File: config.mk
export PLATFORM = sky130hd
export DESIGN_NAME = disp_mux_ctrl
export DESIGN_NICKNAME = d
export VERILOG_FILES = /design/src/rtl/disp_pkg.sv /design/src/rtl/sseg_decoder.sv /design/src/rtl/disp_mux_ctrl.sv
export SDC_FILE = /design/constraint.sdc
export NUM_CORES = 1
export LEC_CHECK = 0
export ABC_CLOCK_PERIOD_IN_PS = 8910
export CORE_UTILIZATION = 60
export DETAILED_ROUTE_END_ITERATION = 10
export GPL_TIMING_DRIVEN = 0
export PLACE_DENSITY_LB_ADDON = 0.08
export SKIP_LAST_GASP = 1
export SYNTH_ARGS = -nofsm -noshare
export SYNTH_HDL_FRONTEND = slang
export SYNTH_HIERARCHICAL = 1
export SYNTH_SLANG_ARGS = --single-unit
File: constraint.sdc
create_clock -name clk -period 8.91 [get_ports clk]
set_input_delay 2.673 -clock clk [delete_from_list [all_inputs] [get_ports clk]]
set_output_delay 2.673 -clock clk [all_outputs]
set_load 0.02 [all_outputs]
File: src/rtl/disp_pkg.sv
// rtl/disp_pkg.sv - shared types and constants for the multiplexed seven-segment display
//
// Contents:
//   slot_state_e : per-digit slot phase (blank guard, then lit)
//   SSEG_OFF     : all segments and dp dark (active low)
//   GLYPH_*      : active-low a..g patterns, bit 6 = a, bit 0 = g
//   cnt_width    : counter width helper that never collapses to zero bits
package disp_pkg;

  typedef enum logic [0:0] {
    SLOT_BLANK = 1'b0,
    SLOT_ON    = 1'b1
  } slot_state_e;

  localparam logic [7:0] SSEG_OFF    = 8'hFF;
  localparam logic [6:0] GLYPH_BLANK = 7'h7F;

  localparam logic [6:0] GLYPH_0 = 7'b0000001;
  localparam logic [6:0] GLYPH_1 = 7'b1001111;
  localparam logic [6:0] GLYPH_2 = 7'b0010010;
  localparam logic [6:0] GLYPH_3 = 7'b0000110;
  localparam logic [6:0] GLYPH_4 = 7'b1001100;
  localparam logic [6:0] GLYPH_5 = 7'b0100100;
  localparam logic [6:0] GLYPH_6 = 7'b0100000;
  localparam logic [6:0] GLYPH_7 = 7'b0001111;
  localparam logic [6:0] GLYPH_8 = 7'b0000000;
  localparam logic [6:0] GLYPH_9 = 7'b0000100;
  localparam logic [6:0] GLYPH_A = 7'b0001000;
  localparam logic [6:0] GLYPH_B = 7'b1100000;
  localparam logic [6:0] GLYPH_C = 7'b0110001;
  localparam logic [6:0] GLYPH_D = 7'b1000010;
  localparam logic [6:0] GLYPH_E = 7'b0110000;
  localparam logic [6:0] GLYPH_F = 7'b0111000;

  // A limit of 1 would give $clog2 == 0; keep at least one bit.
  function automatic int cnt_width(input int limit);
    return (limit <= 1) ? 1 : $clog2(limit);
  endfunction

endpackage

File: src/rtl/sseg_decoder.sv
// rtl/sseg_decoder.sv - combinational hex to active-low seven-segment glyph decoder
//
// Ports:
//   hex_i [3:0] : nibble to display
//   seg_o [6:0] : active-low segments, bit 6 = a .. bit 0 = g
module sseg_decoder
  import disp_pkg::*;
(
  input  logic [3:0] hex_i,
  output logic [6:0] seg_o
);

  always_comb begin
    seg_o = GLYPH_BLANK;
    case (hex_i)
      4'h0: seg_o = GLYPH_0;
      4'h1: seg_o = GLYPH_1;
      4'h2: seg_o = GLYPH_2;
      4'h3: seg_o = GLYPH_3;
      4'h4: seg_o = GLYPH_4;
      4'h5: seg_o = GLYPH_5;
      4'h6: seg_o = GLYPH_6;
      4'h7: seg_o = GLYPH_7;
      4'h8: seg_o = GLYPH_8;
      4'h9: seg_o = GLYPH_9;
      4'hA: seg_o = GLYPH_A;
      4'hB: seg_o = GLYPH_B;
      4'hC: seg_o = GLYPH_C;
      4'hD: seg_o = GLYPH_D;
      4'hE: seg_o = GLYPH_E;
      4'hF: seg_o = GLYPH_F;
      default: seg_o = GLYPH_BLANK;
    endcase
  end

endmodule

File: src/rtl/disp_mux_ctrl.sv
// rtl/disp_mux_ctrl.sv - time-multiplexed seven-segment driver with frame-synchronous load
//
// Ports:
//   clk, rst_n           : clock, synchronous active-low reset
//   ld_valid / ld_ready  : load handshake; ld_hex (nibble 0 rightmost) and ld_dp
//                          are captured into a pending buffer on acceptance
//   lz_en                : live leading-zero suppression enable
//   an [N_DIGITS-1:0]    : digit anodes, active low, registered
//   sseg [7:0]           : {dp, a..g}, active low, registered
//   frame_tick           : one-cycle pulse on the last lit cycle of the top digit
module disp_mux_ctrl
  import disp_pkg::*;
#(
  parameter int N_DIGITS  = 4,
  parameter int SLOT_CYC  = 50000,
  parameter int BLANK_CYC = 500
) (
  input  logic                  clk,
  input  logic                  rst_n,
  input  logic                  ld_valid,
  output logic                  ld_ready,
  input  logic [4*N_DIGITS-1:0] ld_hex,
  input  logic [N_DIGITS-1:0]   ld_dp,
  input  logic                  lz_en,
  output logic [N_DIGITS-1:0]   an,
  output logic [7:0]            sseg,
  output logic                  frame_tick
);

  localparam int CNT_W = cnt_width(SLOT_CYC);
  localparam int IDX_W = cnt_width(N_DIGITS);

  localparam logic [CNT_W-1:0] BLANK_LAST = CNT_W'(BLANK_CYC - 1);
  localparam logic [CNT_W-1:0] SLOT_LAST  = CNT_W'(SLOT_CYC - 1);
  localparam logic [IDX_W-1:0] IDX_LAST   = IDX_W'(N_DIGITS - 1);

  slot_state_e           state_q, state_d;
  logic [CNT_W-1:0]      cnt_q, cnt_d;
  logic [IDX_W-1:0]      idx_q, idx_d;

  logic [4*N_DIGITS-1:0] act_hex_q, act_hex_d;
  logic [N_DIGITS-1:0]   act_dp_q, act_dp_d;
  logic [4*N_DIGITS-1:0] pend_hex_q, pend_hex_d;
  logic [N_DIGITS-1:0]   pend_dp_q, pend_dp_d;
  logic                  pend_full_q, pend_full_d;

  logic [N_DIGITS-1:0]   an_q, an_d;
  logic [7:0]            sseg_q, sseg_d;

  logic                  load_acc;
  logic [N_DIGITS-1:0]   supp;
  logic                  zero_above;
  logic [3:0]            nib_sel;
  logic                  dp_sel;
  logic                  supp_sel;
  logic [6:0]            glyph;

  assign ld_ready   = ~pend_full_q;
  assign load_acc   = ld_valid & ld_ready;
  assign frame_tick = (state_q == SLOT_ON) && (cnt_q == SLOT_LAST) && (idx_q == IDX_LAST);
  assign an         = an_q;
  assign sseg       = sseg_q;

  // cnt_q runs 0..SLOT_CYC-1 across the whole slot; the state only marks
  // which side of the blank guard we are on.
  always_comb begin
    state_d = state_q;
    cnt_d   = cnt_q + CNT_W'(1);
    idx_d   = idx_q;
    case (state_q)
      SLOT_BLANK: begin
        if (cnt_q == BLANK_LAST) state_d = SLOT_ON;
      end
      SLOT_ON: begin
        if (cnt_q == SLOT_LAST) begin
          state_d = SLOT_BLANK;
          cnt_d   = '0;
          idx_d   = (idx_q == IDX_LAST) ? '0 : idx_q + IDX_W'(1);
        end
      end
      default: begin
        state_d = SLOT_BLANK;
        cnt_d   = '0;
      end
    endcase
  end

  // A load that lands on the frame_tick cycle can only happen with the
  // pending buffer empty, so the commit below never sees it this frame.
  always_comb begin
    act_hex_d   = act_hex_q;
    act_dp_d    = act_dp_q;
    pend_hex_d  = pend_hex_q;
    pend_dp_d   = pend_dp_q;
    pend_full_d = pend_full_q;
    if (frame_tick && pend_full_q) begin
      act_hex_d   = pend_hex_q;
      act_dp_d    = pend_dp_q;
      pend_full_d = 1'b0;
    end
    if (load_acc) begin
      pend_hex_d  = ld_hex;
      pend_dp_d   = ld_dp;
      pend_full_d = 1'b1;
    end
  end

  // Walk from the top digit down; a digit is blanked while everything at or
  // above it is zero. Digit 0 always shows.
  always_comb begin
    supp       = '0;
    zero_above = 1'b1;
    for (int i = N_DIGITS - 1; i >= 0; i--) begin
      zero_above = zero_above & (act_hex_q[i*4 +: 4] == 4'h0);
      supp[i]    = lz_en & zero_above & (i != 0);
    end
  end

  always_comb begin
    nib_sel  = '0;
    dp_sel   = 1'b0;
    supp_sel = 1'b0;
    for (int i = 0; i < N_DIGITS; i++) begin
      if (idx_q == IDX_W'(i)) begin
        nib_sel  = act_hex_q[i*4 +: 4];
        dp_sel   = act_dp_q[i];
        supp_sel = supp[i];
      end
    end
  end

  sseg_decoder u_dec (
    .hex_i (nib_sel),
    .seg_o (glyph)
  );

  always_comb begin
    an_d   = '1;
    sseg_d = SSEG_OFF;
    if (state_q == SLOT_ON) begin
      an_d   = ~(N_DIGITS'(1) << idx_q);
      sseg_d = {~dp_sel, supp_sel ? GLYPH_BLANK : glyph};
    end
  end

  always_ff @(posedge clk) begin
    if (!rst_n) begin
      state_q     <= SLOT_BLANK;
      cnt_q       <= '0;
      idx_q       <= '0;
      act_hex_q   <= '0;
      act_dp_q    <= '0;
      pend_hex_q  <= '0;
      pend_dp_q   <= '0;
      pend_full_q <= 1'b0;
      an_q        <= '1;
      sseg_q      <= SSEG_OFF;
    end else begin
      state_q     <= state_d;
      cnt_q       <= cnt_d;
      idx_q       <= idx_d;
      act_hex_q   <= act_hex_d;
      act_dp_q    <= act_dp_d;
      pend_hex_q  <= pend_hex_d;
      pend_dp_q   <= pend_dp_d;
      pend_full_q <= pend_full_d;
      an_q        <= an_d;
      sseg_q      <= sseg_d;
    end
  end

endmodule

==> results.sh <==
export IMPL_start_kind="register"
export IMPL_seq_area_frac_synth_pct=42.8
export IMPL_synth_edf_count=0
export IMPL_core_area_um2=5240
export IMPL_crit_fanout=10
export IMPL_dp_cells=502
export IMPL_fin_crit_sh_pct=64.9
export IMPL_gp_congestion=0.844
export IMPL_path_cells="ha_1 > nand3_1 > or4_1 > buf_2 > buf_2 > nor3_1 > clkdlybuf4s50_1"
export IMPL_peakVddDrop_mv=0.116
export IMPL_start_util_pct=64.2
export IMPL_cts_sinks=72
export IMPL_grt_use_total_pct=25.8
export IMPL_synth_top_cell_area_share_pct=42.8
export IMPL_drive_gt1_share_pct=6.47
export IMPL_dpl_instance_area_um2=3810
export IMPL_cts_hold_buffers=0
export IMPL_cts_root_buffer_cell="clkbuf_8"
export IMPL_via_per_inst=5.53
export IMPL_slew_headroom_pct=47.9
export IMPL_grt_max_degree=13
export IMPL_yosysMostFrequentCell="dfxtp_1"
export IMPL_min_period_ns=5.78
export IMPL_yosys_area_top_type="dfxtp_1"
export IMPL_worst_pin_slew_ns=0.773
export IMPL_hpwl_um=5000
export IMPL_status="completed"
export IMPL_cts_resized=0
export IMPL_syn_area_um2=3360
export IMPL_worst_r2r_cell_count=12
export IMPL_critPathSlowestCell="clkdlybuf4s50_1"
export IMPL_criticalPathCategory="reg -> out"
export IMPL_clock_skew_ns=0.0146
export IMPL_cts_tree="built"
export IMPL_arrival_ns=3.11
export IMPL_maxCapViolations=0
export IMPL_hold_depth=2
export IMPL_ys_ff_latch=72
export IMPL_ios=38
export IMPL_die_area_um2=5910
export IMPL_leakage_uw=0.00132
export IMPL_synth_nets=432
export IMPL_holdCritPathClass="reg -> reg"
export IMPL_clk_pin_slew_worst_paths_ns=0.08
export IMPL_synth_avg_cell_area_um2=8.50
export IMPL_cts_buffer_depth=2
export IMPL_grt_overflow=0
export IMPL_setup_viol=0
export IMPL_cts_buffers=9
export IMPL_wl_um=6840
export IMPL_post_cts_buffers=0
export IMPL_first_pass_iters=4
export IMPL_syn_to_final_growth_pct=18.4
export IMPL_power_density_nw_per_um2=148
export IMPL_wl_per_cell_um=13.2
export IMPL_ys_top_cells_by_area="dfxtp_1 43%, nand2_1 6.8%, a21boi_0 6.7%, ha_1 4.5%, nand4_1 4.5%"
export IMPL_synth_main_ff_cell="dfxtp_1"
export IMPL_rsz0062_at_grt="false"
export IMPL_drt_first_iter_violations=104
export IMPL_nets=479
export IMPL_dieHeight_um=76.9
export IMPL_grt_pass1_wl_um=12300
export IMPL_async_flop_share_pct=0
export IMPL_drtAntennaViolNets=0
export IMPL_num_rows=26
export IMPL_synth_common_cells="72 x dfxtp_1, 61 x nand2_1, 30 x a21boi_0"
export IMPL_via_count=2862
export IMPL_synth_cell_types=37
export IMPL_port_buffers=36
export IMPL_drc=0
export IMPL_slew_violations=0
export IMPL_clock_latency_ns=0.35
export IMPL_yosysWarnings=6
export IMPL_worstPathRequired_ns=6.24
export IMPL_cp_end_kind="output pin"
export IMPL_max_stage_delay_ns=0.67
export IMPL_cp_common_cell="buf_2"
export IMPL_design_area_um2=3990
export IMPL_syn_inst=396
export IMPL_chipWidth_um=76.9
export IMPL_final_cells=518
export IMPL_antenna_found_initial=0
export IMPL_fmax_ghz=0.173
export IMPL_hold_violations=0
export IMPL_ctsHtreeMaxLevel=3
export IMPL_grt_pass1_vias=2648
export IMPL_diodes=0
export IMPL_finalSetupTns_ns=0
[layout make-up]
| type | count | area [um2] |
|---|---|---|
| Buffer | 29 | 143 |
| Clock buffer | 10 | 138 |
| Multi-Input combinational cell | 286 | 1750 |
| Clock inverter | 6 | 35.0 |
| Sequential cell | 72 | 1440 |
| Fill cell | 401 | 1250 |
| Tap cell | 70 | 87.6 |
| Timing Repair Buffer | 36 | 360 |
| Inverter | 9 | 33.8 |
[worst max-delay path: cells and delay by family, from the launching register on]
| family | cells | cell delay (ns) |
|---|---|---|
| simple gates | 3 | 1.11 |
| buf+inv | 3 | 1.04 |
| fa+ha+maj | 1 | 0.22 |
| flops | 1 | 0.39 |
[worst paths after layout]
path | end | from | slack, ns
worst max register to register | sseg[3] | idx_q[1] | 5.36
worst max-delay path | frame_tick | cnt_q[0] | 3.13
worst min register to register | pend_hex_q[13] | pend_hex_q[13] | 0.47
worst min-delay path | pend_hex_q[13] | pend_hex_q[13] | 0.47
[stage by stage]
step / setup WS [ns] / hold WS [ns] / power [uW] / utilization, %
after detailed placement: 3.52 / 0.460 / 371 / 72.8
after global routing: 3.02 / 0.490 / 614 / 76.1
after global placement: 3.59 / 0.454 / 370 / 72.8
after floorplan: 4.17 / 0.437 / 355 / -
final: 3.13 / 0.467 / 590 / 76.1
after CTS: 3.15 / 0.472 / 592 / 76.1
[power breakdown]
| part | internal [uW] | total, uW | switching (uW) |
|---|---|---|---|
| Sequential | 328 | 333 | 4.34 |
| Clock | 106 | 226 | 120 |
| Combinational | 17.2 | 31.3 | 14.1 |
| Total | 452 | 590 | 138 |
[placed cells by master, fill, tap and decap left out, types with 5 or more instances in the layout]
cell | Yosys | layout
a21oi_1 | 15 | 15
or3_1 | 8 | 8
a21boi_0 | 30 | 30
clkbuf_8 | 0 | 10
mux2i_1 | 6 | 6
nor4_1 | 8 | 8
ha_1 | 12 | 12
clkdlybuf4s50_1 | 0 | 36
dfxtp_1 | 72 | 72
o21ai_0 | 28 | 28
nand3b_1 | 5 | 5
xnor2_1 | 9 | 9
inv_1 | 9 | 9
nand2_1 | 61 | 61
a21boi_1 | 12 | 12
nand3_1 | 12 | 12
clkbuf_1 | 22 | 22
nand4_1 | 24 | 24
nor2_1 | 26 | 26
[sequential cells by signal, indices dropped and copies added (netlist names)]
register and cells:
act_dp_q 4, act_hex_q 16, an 4, cnt_q 16, idx_q 2, pend_dp_q 4, pend_full_q 1, pend_hex_q 16
sseg 8, state_q 1
[logic make-up (layout without fill, tap and decap cells)]
| family | count (synthesis) | after routing | synth area share [%] |
|---|---|---|---|
| AND/OR/NAND/NOR | 162 | 162 | 24.1 |
| AO/OA/AOI/OAI | 92 | 92 | 17.6 |
| flip-flops | 72 | 72 | 42.8 |
| buffers and inverters | 38 | 90 | 5.24 |
| XOR/XNOR | 13 | 13 | 3.38 |
| adder cells (fa/ha/maj) | 12 | 12 | 4.46 |
| multiplexers | 7 | 7 | 2.45 |
[per-layer routing]
metal | vias to the layer above | wire [um] | track usage (%)
li1 | 1481 | - | -
met1 | 1294 | 3230 | 32.8
met2 | 69 | 3180 | 41.8
met3 | 18 | 257 | 6.19
met4 | 0 | 177 | 10.8
met5 | - | 0 | 0
No activity file was read; power rests on OpenSTA's default activity.
